**src/rtl/sha3_block_padder.sv**
```systemverilog
// SHA3-512 transmit-side padder: packs 64-bit message words into 576-bit rate
// blocks, applies 0x06..0x80 padding and hands blocks to the Keccak core.
module sha3_block_padder #(
    parameter int RATE_BITS = 576,
    parameter int WORD_BITS = 64
) (
    input  logic                 clk,
    input  logic                 rst,
    input  logic [WORD_BITS-1:0] in_data,
    input  logic                 in_valid,
    input  logic                 in_last,
    input  logic [3:0]           in_bytes,
    output logic                 in_ready,
    output logic [RATE_BITS-1:0] blk_data,
    output logic                 blk_valid,
    input  logic                 blk_ready,
    output logic                 blk_first,
    output logic                 blk_last,
    output logic                 busy
);

    localparam int NW = RATE_BITS / WORD_BITS;
    localparam int WB = WORD_BITS / 8;
    localparam int CW = $clog2(NW + 1);

    localparam logic [RATE_BITS-1:0] PAD_ONLY_BLK = {8'h80, {(RATE_BITS-16){1'b0}}, 8'h06};

    typedef enum logic [1:0] {
        ST_IDLE = 2'd0,
        ST_FILL = 2'd1,
        ST_SEND = 2'd2
    } state_t;

    state_t               state_r, state_n;
    logic [RATE_BITS-1:0] buf_r, buf_n;
    logic [CW-1:0]        cnt_r, cnt_n;
    logic                 first_r, first_n;
    logic                 pad_r, pad_n;
    logic                 last_r, last_n;

    logic                 in_ready_r, blk_valid_r, blk_first_r, blk_last_r, busy_r;
    logic [3:0]           n_s;
    logic                 full_s;
    logic                 last_slot_s;
    logic [WORD_BITS-1:0] slot_s;

    // Keeps bytes below n, places the 0x06 delimiter at byte n, zeroes the rest.
    function automatic logic [WORD_BITS-1:0] pad_word(input logic [WORD_BITS-1:0] data,
                                                      input logic [3:0] n);
        logic [WORD_BITS-1:0] w;
        w = {WORD_BITS{1'b0}};
        for (int j = 0; j < WB; j++) begin
            if (j < int'(n)) begin
                w[8*j +: 8] = data[8*j +: 8];
            end else if (j == int'(n)) begin
                w[8*j +: 8] = 8'h06;
            end else begin
                w[8*j +: 8] = 8'h00;
            end
        end
        return w;
    endfunction

    // Byte count clamping and the word value written into the current slot.
    always_comb begin
        n_s         = (in_bytes > 4'(WB)) ? 4'(WB) : in_bytes;
        full_s      = (n_s == 4'(WB));
        last_slot_s = (cnt_r == CW'(NW - 1));
        slot_s      = in_last ? pad_word(in_data, n_s) : in_data;
    end

    // Next-state logic: block assembly, padding and send handshake.
    always_comb begin
        state_n = state_r;
        buf_n   = buf_r;
        cnt_n   = cnt_r;
        first_n = first_r;
        pad_n   = pad_r;
        last_n  = last_r;
        case (state_r)
            ST_IDLE: begin
                state_n = ST_FILL;
                first_n = 1'b1;
            end
            ST_FILL: begin
                if (in_valid && in_ready_r) begin
                    // A full last word before slot 8 pushes the delimiter into the next (empty) slot.
                    for (int k = 0; k < NW; k++) begin
                        if (k == int'(cnt_r)) begin
                            buf_n[k*WORD_BITS +: WORD_BITS] = slot_s;
                        end else if (in_last && full_s && (k == int'(cnt_r) + 1)) begin
                            buf_n[k*WORD_BITS +: WORD_BITS] = {{(WORD_BITS-8){1'b0}}, 8'h06};
                        end else begin
                            buf_n[k*WORD_BITS +: WORD_BITS] = buf_r[k*WORD_BITS +: WORD_BITS];
                        end
                    end
                    cnt_n = cnt_r + CW'(1);
                    if (in_last) begin
                        state_n = ST_SEND;
                        if (last_slot_s && full_s) begin
                            last_n = 1'b0;
                            pad_n  = 1'b1;
                        end else begin
                            last_n = 1'b1;
                            pad_n  = 1'b0;
                            buf_n[RATE_BITS-1 -: 8] = buf_n[RATE_BITS-1 -: 8] | 8'h80;
                        end
                    end else if (last_slot_s) begin
                        state_n = ST_SEND;
                        last_n  = 1'b0;
                        pad_n   = 1'b0;
                    end else begin
                        state_n = ST_FILL;
                    end
                end else begin
                    state_n = ST_FILL;
                end
            end
            ST_SEND: begin
                if (blk_ready) begin
                    buf_n   = {RATE_BITS{1'b0}};
                    cnt_n   = CW'(0);
                    first_n = 1'b0;
                    if (pad_r) begin
                        buf_n   = PAD_ONLY_BLK;
                        pad_n   = 1'b0;
                        last_n  = 1'b1;
                        state_n = ST_SEND;
                    end else if (last_r) begin
                        first_n = 1'b1;
                        state_n = ST_FILL;
                    end else begin
                        state_n = ST_FILL;
                    end
                end else begin
                    state_n = ST_SEND;
                end
            end
            default: begin
                state_n = ST_IDLE;
            end
        endcase
    end

    // State and registered outputs; outputs are decoded from next-state values.
    always_ff @(posedge clk or negedge rst) begin
        if (!rst) begin
            state_r     <= ST_IDLE;
            buf_r       <= {RATE_BITS{1'b0}};
            cnt_r       <= CW'(0);
            first_r     <= 1'b1;
            pad_r       <= 1'b0;
            last_r      <= 1'b0;
            in_ready_r  <= 1'b0;
            blk_valid_r <= 1'b0;
            blk_first_r <= 1'b0;
            blk_last_r  <= 1'b0;
            busy_r      <= 1'b0;
        end else begin
            state_r     <= state_n;
            buf_r       <= buf_n;
            cnt_r       <= cnt_n;
            first_r     <= first_n;
            pad_r       <= pad_n;
            last_r      <= last_n;
            in_ready_r  <= (state_n == ST_FILL);
            blk_valid_r <= (state_n == ST_SEND);
            blk_first_r <= (state_n == ST_SEND) && first_n;
            blk_last_r  <= (state_n == ST_SEND) && last_n;
            busy_r      <= (cnt_n != CW'(0)) || (state_n == ST_SEND) || !first_n;
        end
    end

    assign in_ready  = in_ready_r;
    assign blk_data  = buf_r;
    assign blk_valid = blk_valid_r;
    assign blk_first = blk_first_r;
    assign blk_last  = blk_last_r;
    assign busy      = busy_r;

endmodule
```
**config.mk**
```make
export PLATFORM = sky130hd
export DESIGN_NAME = sha3_block_padder
export DESIGN_NICKNAME = d
export VERILOG_FILES = /design/src/rtl/sha3_block_padder.sv
export SDC_FILE = /design/constraint.sdc
export NUM_CORES = 1
export LEC_CHECK = 0
export BUFFER_PORTS_ARGS = -buffer_cell sky130_fd_sc_hd__buf_4
export CAP_MARGIN = 40
export CELL_PAD_IN_SITES_DETAIL_PLACEMENT = 1
export CELL_PAD_IN_SITES_GLOBAL_PLACEMENT = 1
export CORE_AREA = 2 2 254 256
export DETAILED_ROUTE_END_ITERATION = 8
export DIE_AREA = 0 0 256 258
export PLACE_DENSITY_LB_ADDON = 0.15
export SLEW_MARGIN = 10
export SYNTH_ARGS = -nofsm -noshare
export SYNTH_HDL_FRONTEND = slang
export SYNTH_SLANG_ARGS = --single-unit
export TNS_END_PERCENT = 20
```
**constraint.sdc**
```tcl
create_clock -name clk -period 2.2 [get_ports clk]
set_input_delay 0.44 -clock clk [delete_from_list [all_inputs] [get_ports clk]]
set_output_delay 0.44 -clock clk [all_outputs]
set_load 0.02 [all_outputs]
```
==> flow_summary.yaml, run 1 <==
clock_network:
  cts_root_buf: "clkbuf_16"
  numCtsBuffers: 60
  cts.path.max_buffers: 3
  clkTransAtPathRegs_ns: 0.07
  cts-htree-levels: 2
  cts_tree: "built"
  cts_sinks: 590
  clock_latency_ns: 0.64
drt:
  wire_per_inst_um: 30.6
  postRouteWirelength_mm: 101
  vias: 18500
  drc: 0
  drt_first_pass_iters: 5
  viasPerCell: 5.59
  ant_nets: 0
  drt_iter0_markers: 1153
global_route:
  grt_max_degree: 62
  grt_pass1_vias: 19500
  grt_overflow_total: 0
  antenna_found_initial: 2
  grt_pass1_wl_mm: 141
  grtUsageTotal_pct: 28.6
sta:
  worst_slew_pin_slew_ns: 0.956
  fmax_mhz: 446
  report.final.slew_viol_count: 0
  fin_crit_ns: 2.24
  setup_viol: 26
  finClkSkew_ns: 0.0300
  rsz0062_at_grt: "yes"
  fin_crit_sh_pct: 102
  hold_viol_final: 0
  fin_ws_ns: -0.0410
  timing.slew.headroom_pct: 35.9
  worst_hold_slack_ns: 0.174
final_layout:
  fin_area_mm2: 0.0325
  utilization_pct: 51.1
  nNetsFinal: 2491
  fillers: 6530
  area_growth_syn_to_layout_pct: 49.0
  drive_gt1_share_pct: 42.2
setup_path:
  crit_required_ns: 2.75
  r2r-start: "cnt_r[1]"
  r2r_setup_slack_ns: -0.04
  end_kind: "flip-flop"
  r2r_end: "blk_data[276]"
  critPathMaxFanout: 8
  worstPathArrival_ns: 2.79
  crit_start: "cnt_r[1]"
  critPathKind: "reg2reg"
  rr_worst_depth: 11
  startpoint_type: "flip-flop"
  crit_path_end: "blk_data[276]"
min_path:
  hold_class: "in2reg"
status:
  violations: "negative setup slack"
  status: "complete, but fails checks"
power_and_ir_drop:
  combinationalPowerShare_pct: 37.7
  p_clk_share_pct: 28.2
  p_leak_nw: 15.9
  p_sw_share_pct: 37.6
  power_frac_seq_pct: 34.1
  ir_drop_mv: 0.753
  p_total_mw: 38.8
  intPower_mw: 24.3
  p_switching_mw: 14.6
  power_density_mw_per_mm2: 1190
floorplanning:
  die_h_um: 258
  coreArea_mm2: 0.0636
  die_w_um: 256
  io_pins: 654
  initial_core_util_pct: 34.3
  fp-row-count: 93
  die_area_mm2: 0.0660
synthesis:
  synth.avg_cell_area_um2: 13.4
  synth_area_leaders: "dfrtp_1 68%, o2bb2ai_1 20%, nand2_1 2.7%"
  synth_edf_count: 0
  synthArstFlopShare_pct: 100
  synth_cell_types: 57
  ys_seq_area_share_pct: 67.6
  mappedNetlistArea_mm2: 0.0218
  syn_nets: 1712
  synth_top_area_share_pct: 67.5
  syn-instance-count: 1629
  ys_ff_latch: 590
  yosys_warnings: 0
  synth_top_cell_by_area: "dfrtp_1"
  synth_flop_cell: "dfrtp_1"
placed_design:
  post-place-ws_ns: -0.142
  hpwl_mm: 66.4
  port_buffers: 653
  place_area_mm2: 0.0293
  gp_congestion: 0.844
flow_run:
  cap_viol_max_count: 0
sequential cells by signal (all words and copies together), names as in the netlist:
name	count
blk_last	1
blk_data	576
pad_r	1
blk_valid	1
last_r	1
busy	1
in_ready	1
state_r	2
cnt_r	4
blk_first	1
first_r	1
cells by family after synthesis:
logic type	synth area share, %
DFF	67.6
adders and majority gates	0.573
and+or+nand+nor	4.78
AOI/OAI and AO/OA	24.1
buffers and inverters	2.82
muxes	0.103
power by group through the flow:
stage                     Clock (mW)  Sequential, mW  Combinational, mW
after floorplan                    0            14.7               4.00
after global placement             0            13.3               12.2
after detailed placement           0            13.3               12.4
after CTS                       11.1            13.2               12.5
after global routing            11.5            13.4               15.3
final                           11.0            13.2               14.7
per-layer routing:
layer  global-route usage (%)  routed length (µm)  vias up
li1                         -                   -     7715
met1                     36.7               41800     9890
met2                     47.9               49600      774
met3                     7.29                7190      138
met4                     8.46                2820        4
met5                        0                  23        -
layout make-up:
type	instances	area [µm²]	share of cell area, %
Timing Repair Buffer	847	7520	23.1
Clock buffer	86	1820	5.60
Clock inverter	26	305	0.939
Sequential cell	590	14800	45.4
Inverter	14	52.6	0.162
Tap cell	855	1070	3.29
Antenna cell	1	2.50	0.00769
Multi-Input combinational cell	895	6980	21.5
placed cells by master, fill, tap and decap left out, types with 7 or more instances in the layout:
cell / synthesis / final
inv_1: 14 / 13
clkbuf_8: 0 / 20
nand2b_1: 7 / 7
dfrtp_1: 589 / 588
buf_6: 3 / 10
nor2_1: 22 / 21
clkinv_2: 0 / 13
buf_12: 0 / 60
a21oi_1: 16 / 15
o21ai_0: 81 / 78
o2bb2ai_2: 0 / 25
buf_4: 5 / 752
o2bb2ai_1: 502 / 474
o21ai_1: 9 / 9
nand2_1: 158 / 150
clkbuf_16: 0 / 75
how the worst min path moves through the flow:
stage / startpoint / endpoint / cells past startpoint
3_5_place_dp: blk_data[61] / blk_data[61] / 2
2_1_floorplan: rst / blk_data[0] / 0
3_3_place_gp: blk_data[46] / blk_data[46] / 2
4_1_cts: in_data[10] / blk_data[10] / 3
5_1_grt: in_data[10] / blk_data[394] / 3
6_report: in_data[52] / blk_data[52] / 3
per-stage QoR:
step / TNS [ns] / instances
after floorplan: 0 / 1629
after global placement: -2.87 / 3162
after detailed placement: -8.62 / 3162
after CTS: -0.0124 / 3275
after global routing: -6.28 / 3313
final: -0.383 / 3314
synth_stat cells, types with 6 or more instances:
master and instances:
buf_1 8, buf_2 27, o2bb2ai_1 502, clkbuf_1 87
o21ai_1 9, nor2b_1 6, nand3_1 13, ha_1 10
nand2b_1 7, o21ai_0 81, dfrtp_1 589, inv_1 14
nor2_1 22, a21oi_1 16, nand2_1 158
worst max-delay path, cell delays in order (launching register included):
cell and delay [ns]:
dfrtp_2 0.46, buf_6 0.15, ha_4 0.15, and3_4 0.17
buf_6 0.12, nand2b_1 0.07, o211ai_1 0.12, buf_4 0.17
o21ai_4 0.16, buf_12 0.21, buf_6 0.23, o2bb2ai_1 0.13
repair_timing:
item / 4_1_cts / 5_1_grt
setup endpoints to repair: 198 / 531
gates resized for setup: 7 / 83
hold buffers: 1 / 0
endpoints found under the hold margin: 27 / 0
pin swaps: 3 / 18
cloned: 0 / 19
buffers inserted: 0 / 19
(Power assumes the default switching activity.)
==> run 2, diff against run 1 <==
CORE_AREA = 2 2 258 260   (was 2 2 254 256)
CTS_BUF_LIST = sky130_fd_sc_hd__clkbuf_8   (was unset)
DIE_AREA = 0 0 260 262   (was 0 0 256 258)
SLEW_MARGIN = unset   (was 10)
==> flow_summary.yaml, run 2 (synthesis results as in run 1) <==
floorplanning:
  die_w_um: 260
  io_pins: 654
  coreArea_mm2: 0.0653
  fp-row-count: 94
  die_area_mm2: 0.0681
  die_h_um: 262
  initial_core_util_pct: 33.4
sta:
  fmax_mhz: 454
  finClkSkew_ns: 0.0196
  fin_crit_sh_pct: 100
  tns_ns: -0.00256
  report.final.slew_viol_count: 0
  rsz0062_at_grt: "yes"
  fin_ws_ns: -0.00256
  hold_viol_final: 0
  fin_crit_ns: 2.20
  worst_slew_pin_slew_ns: 0.847
  timing.slew.headroom_pct: 43.1
  setup_viol: 1
  worst_hold_slack_ns: 0.0906
setup_path:
  critPathSlowestCell: "dfrtp_1"
  crit_start: "cnt_r[0]"
  startpoint_type: "flip-flop"
  r2r_setup_slack_ns: -0.003
  r2r_end: "blk_data[309]"
  critPathKind: "reg2reg"
  slowest_delay_ns: 0.40
  crit_required_ns: 2.81
  crit_path_end: "blk_data[309]"
  critPathMaxFanout: 17
  r2r-start: "cnt_r[0]"
  rr_worst_depth: 8
  worstPathArrival_ns: 2.82
  cp_cell_sequence: "ha_1 -> buf_4 -> nand2b_1 -> o21a_1 -> o211ai_1 -> o21ai_4 -> buf_6 -> o2bb2ai_1"
  end_kind: "flip-flop"
placed_design:
  hpwl_mm: 67.4
  port_buffers: 653
  gp_congestion: 0.852
global_route:
  met1_usage_pct: 35.0
  grtUsageMet3_pct: 7.79
  grt_max_degree: 59
  antenna_found_initial: 9
  grt_overflow_total: 0
  met2_usage_pct: 45.9
  grt_pass1_wl_mm: 140
  grt_pass1_vias: 19800
  grtUsageTotal_pct: 27.9
  busiest_layer: "met2"
final_layout:
  area_growth_syn_to_layout_pct: 45.7
  multi_input_area_mm2: 0.00669
  final_cell_mix: "765 x buf_4, 589 x dfrtp_1, 499 x o2bb2ai_1"
  drive_gt1_share_pct: 41.2
  fillers: 6853
  layout_commonest_cell: "buf_4"
  regArea_mm2: 0.0148
  largest_register_ffs: 576
  nNetsFinal: 2516
clock_network:
  clkTransAtPathRegs_ns: 0.06
  cts_root_buf: "clkbuf_8"
  cts_sinks: 590
  cts_tree: "built"
  clock_latency_ns: 0.69
  cts-htree-levels: 3
  cts.path.max_buffers: 3
  numCtsBuffers: 100
power_and_ir_drop:
  power_density_mw_per_mm2: 1150
  ir_drop_mv: 0.647
  p_leak_nw: 15.8
status:
  status: "complete, but fails checks"
  violations: "negative setup slack"
drt:
  viasPerCell: 5.42
  drt_first_pass_iters: 5
  vias: 18300
  drt_iter0_markers: 1197
  wire_per_inst_um: 28.8
  postRouteWirelength_mm: 97.3
  ant_nets: 0
  drc: 0
flow_run:
  cap_viol_max_count: 0
min_path:
  hold_class: "in2reg"
-- run 2: cell count changes in the layout (fill, tap and decap cells not counted), moves of 4 or more --
cell | previous run | this run
clkbuf_8 | 20 | 133
clkbuf_16 | 75 | 2
clkbuf_1 | 5 | 0
o2bb2ai_1 | 474 | 499
buf_8 | 6 | 1
buf_4 | 752 | 765
bufinv_16 | 6 | 2
buf_6 | 10 | 3
o2bb2ai_2 | 25 | 3
inv_1 | 13 | 43
-- run 2: worst min-delay path by stage --
stage,from,to,cells past startpoint
global route,in_data[20],blk_data[468],3
CTS,in_data[20],blk_data[468],3
detailed placement,blk_data[329],blk_data[329],1
floorplan,rst,blk_data[0],0
global placement,blk_data[12],blk_data[12],2
finish,in_data[20],blk_data[468],3
-- run 2: critical path: cells and delay by family (launching register included) --
kind / cells / cell delay (ns)
simple gates: 1 / 0.10
compound gates: 4 / 0.84
flops: 1 / 0.40
fa+ha+maj: 1 / 0.27
buf+inv: 2 / 0.48
-- run 2: area by class of cell --
class	instances	area share, %
Antenna cell	1	0.00787
Clock buffer	133	5.76
Clock inverter	53	0.988
Inverter	14	0.165
Multi-Input combinational cell	895	21.0
Sequential cell	590	46.4
Tap cell	864	3.40
Timing Repair Buffer	832	22.2
-- run 2: what timing repair did --
item	CTS	global route
endpoints found under the hold margin	39	0
gates resized for setup	7	17
endpoints found under the setup margin	137	462
pin swaps	4	3
hold buffers	1	0
cloned	1	3
setup buffers	1	7
-- run 2: layer usage --
metal	vias to the layer above	part of all wire (%)
met5	-	0.10
met4	16	3.5
met3	186	7.4
met2	731	49
met1	9620	40
li1	7791	-
-- run 2: through the flow --
step           setup WS [ns]  std cells  total power [mW]  util, %  area (µm²)
2_1_floorplan         0.0791       1629              18.7        -       21800
3_3_place_gp         -0.0511       3182              25.6     45.0       29400
3_5_place_dp         -0.0796       3182              25.8     45.0       29400
4_1_cts              -0.0252       3371              36.4     48.4       31600
5_1_grt               -0.108       3381              38.1     48.7       31800
6_report            -0.00256       3382              36.5     48.7       31800
-- run 2: where the power goes --
part	switching, mW	total, mW	internal (mW)
logic	8.30	13.0	4.72
clock network	4.70	10.4	5.67
registers	0.923	13.2	12.2
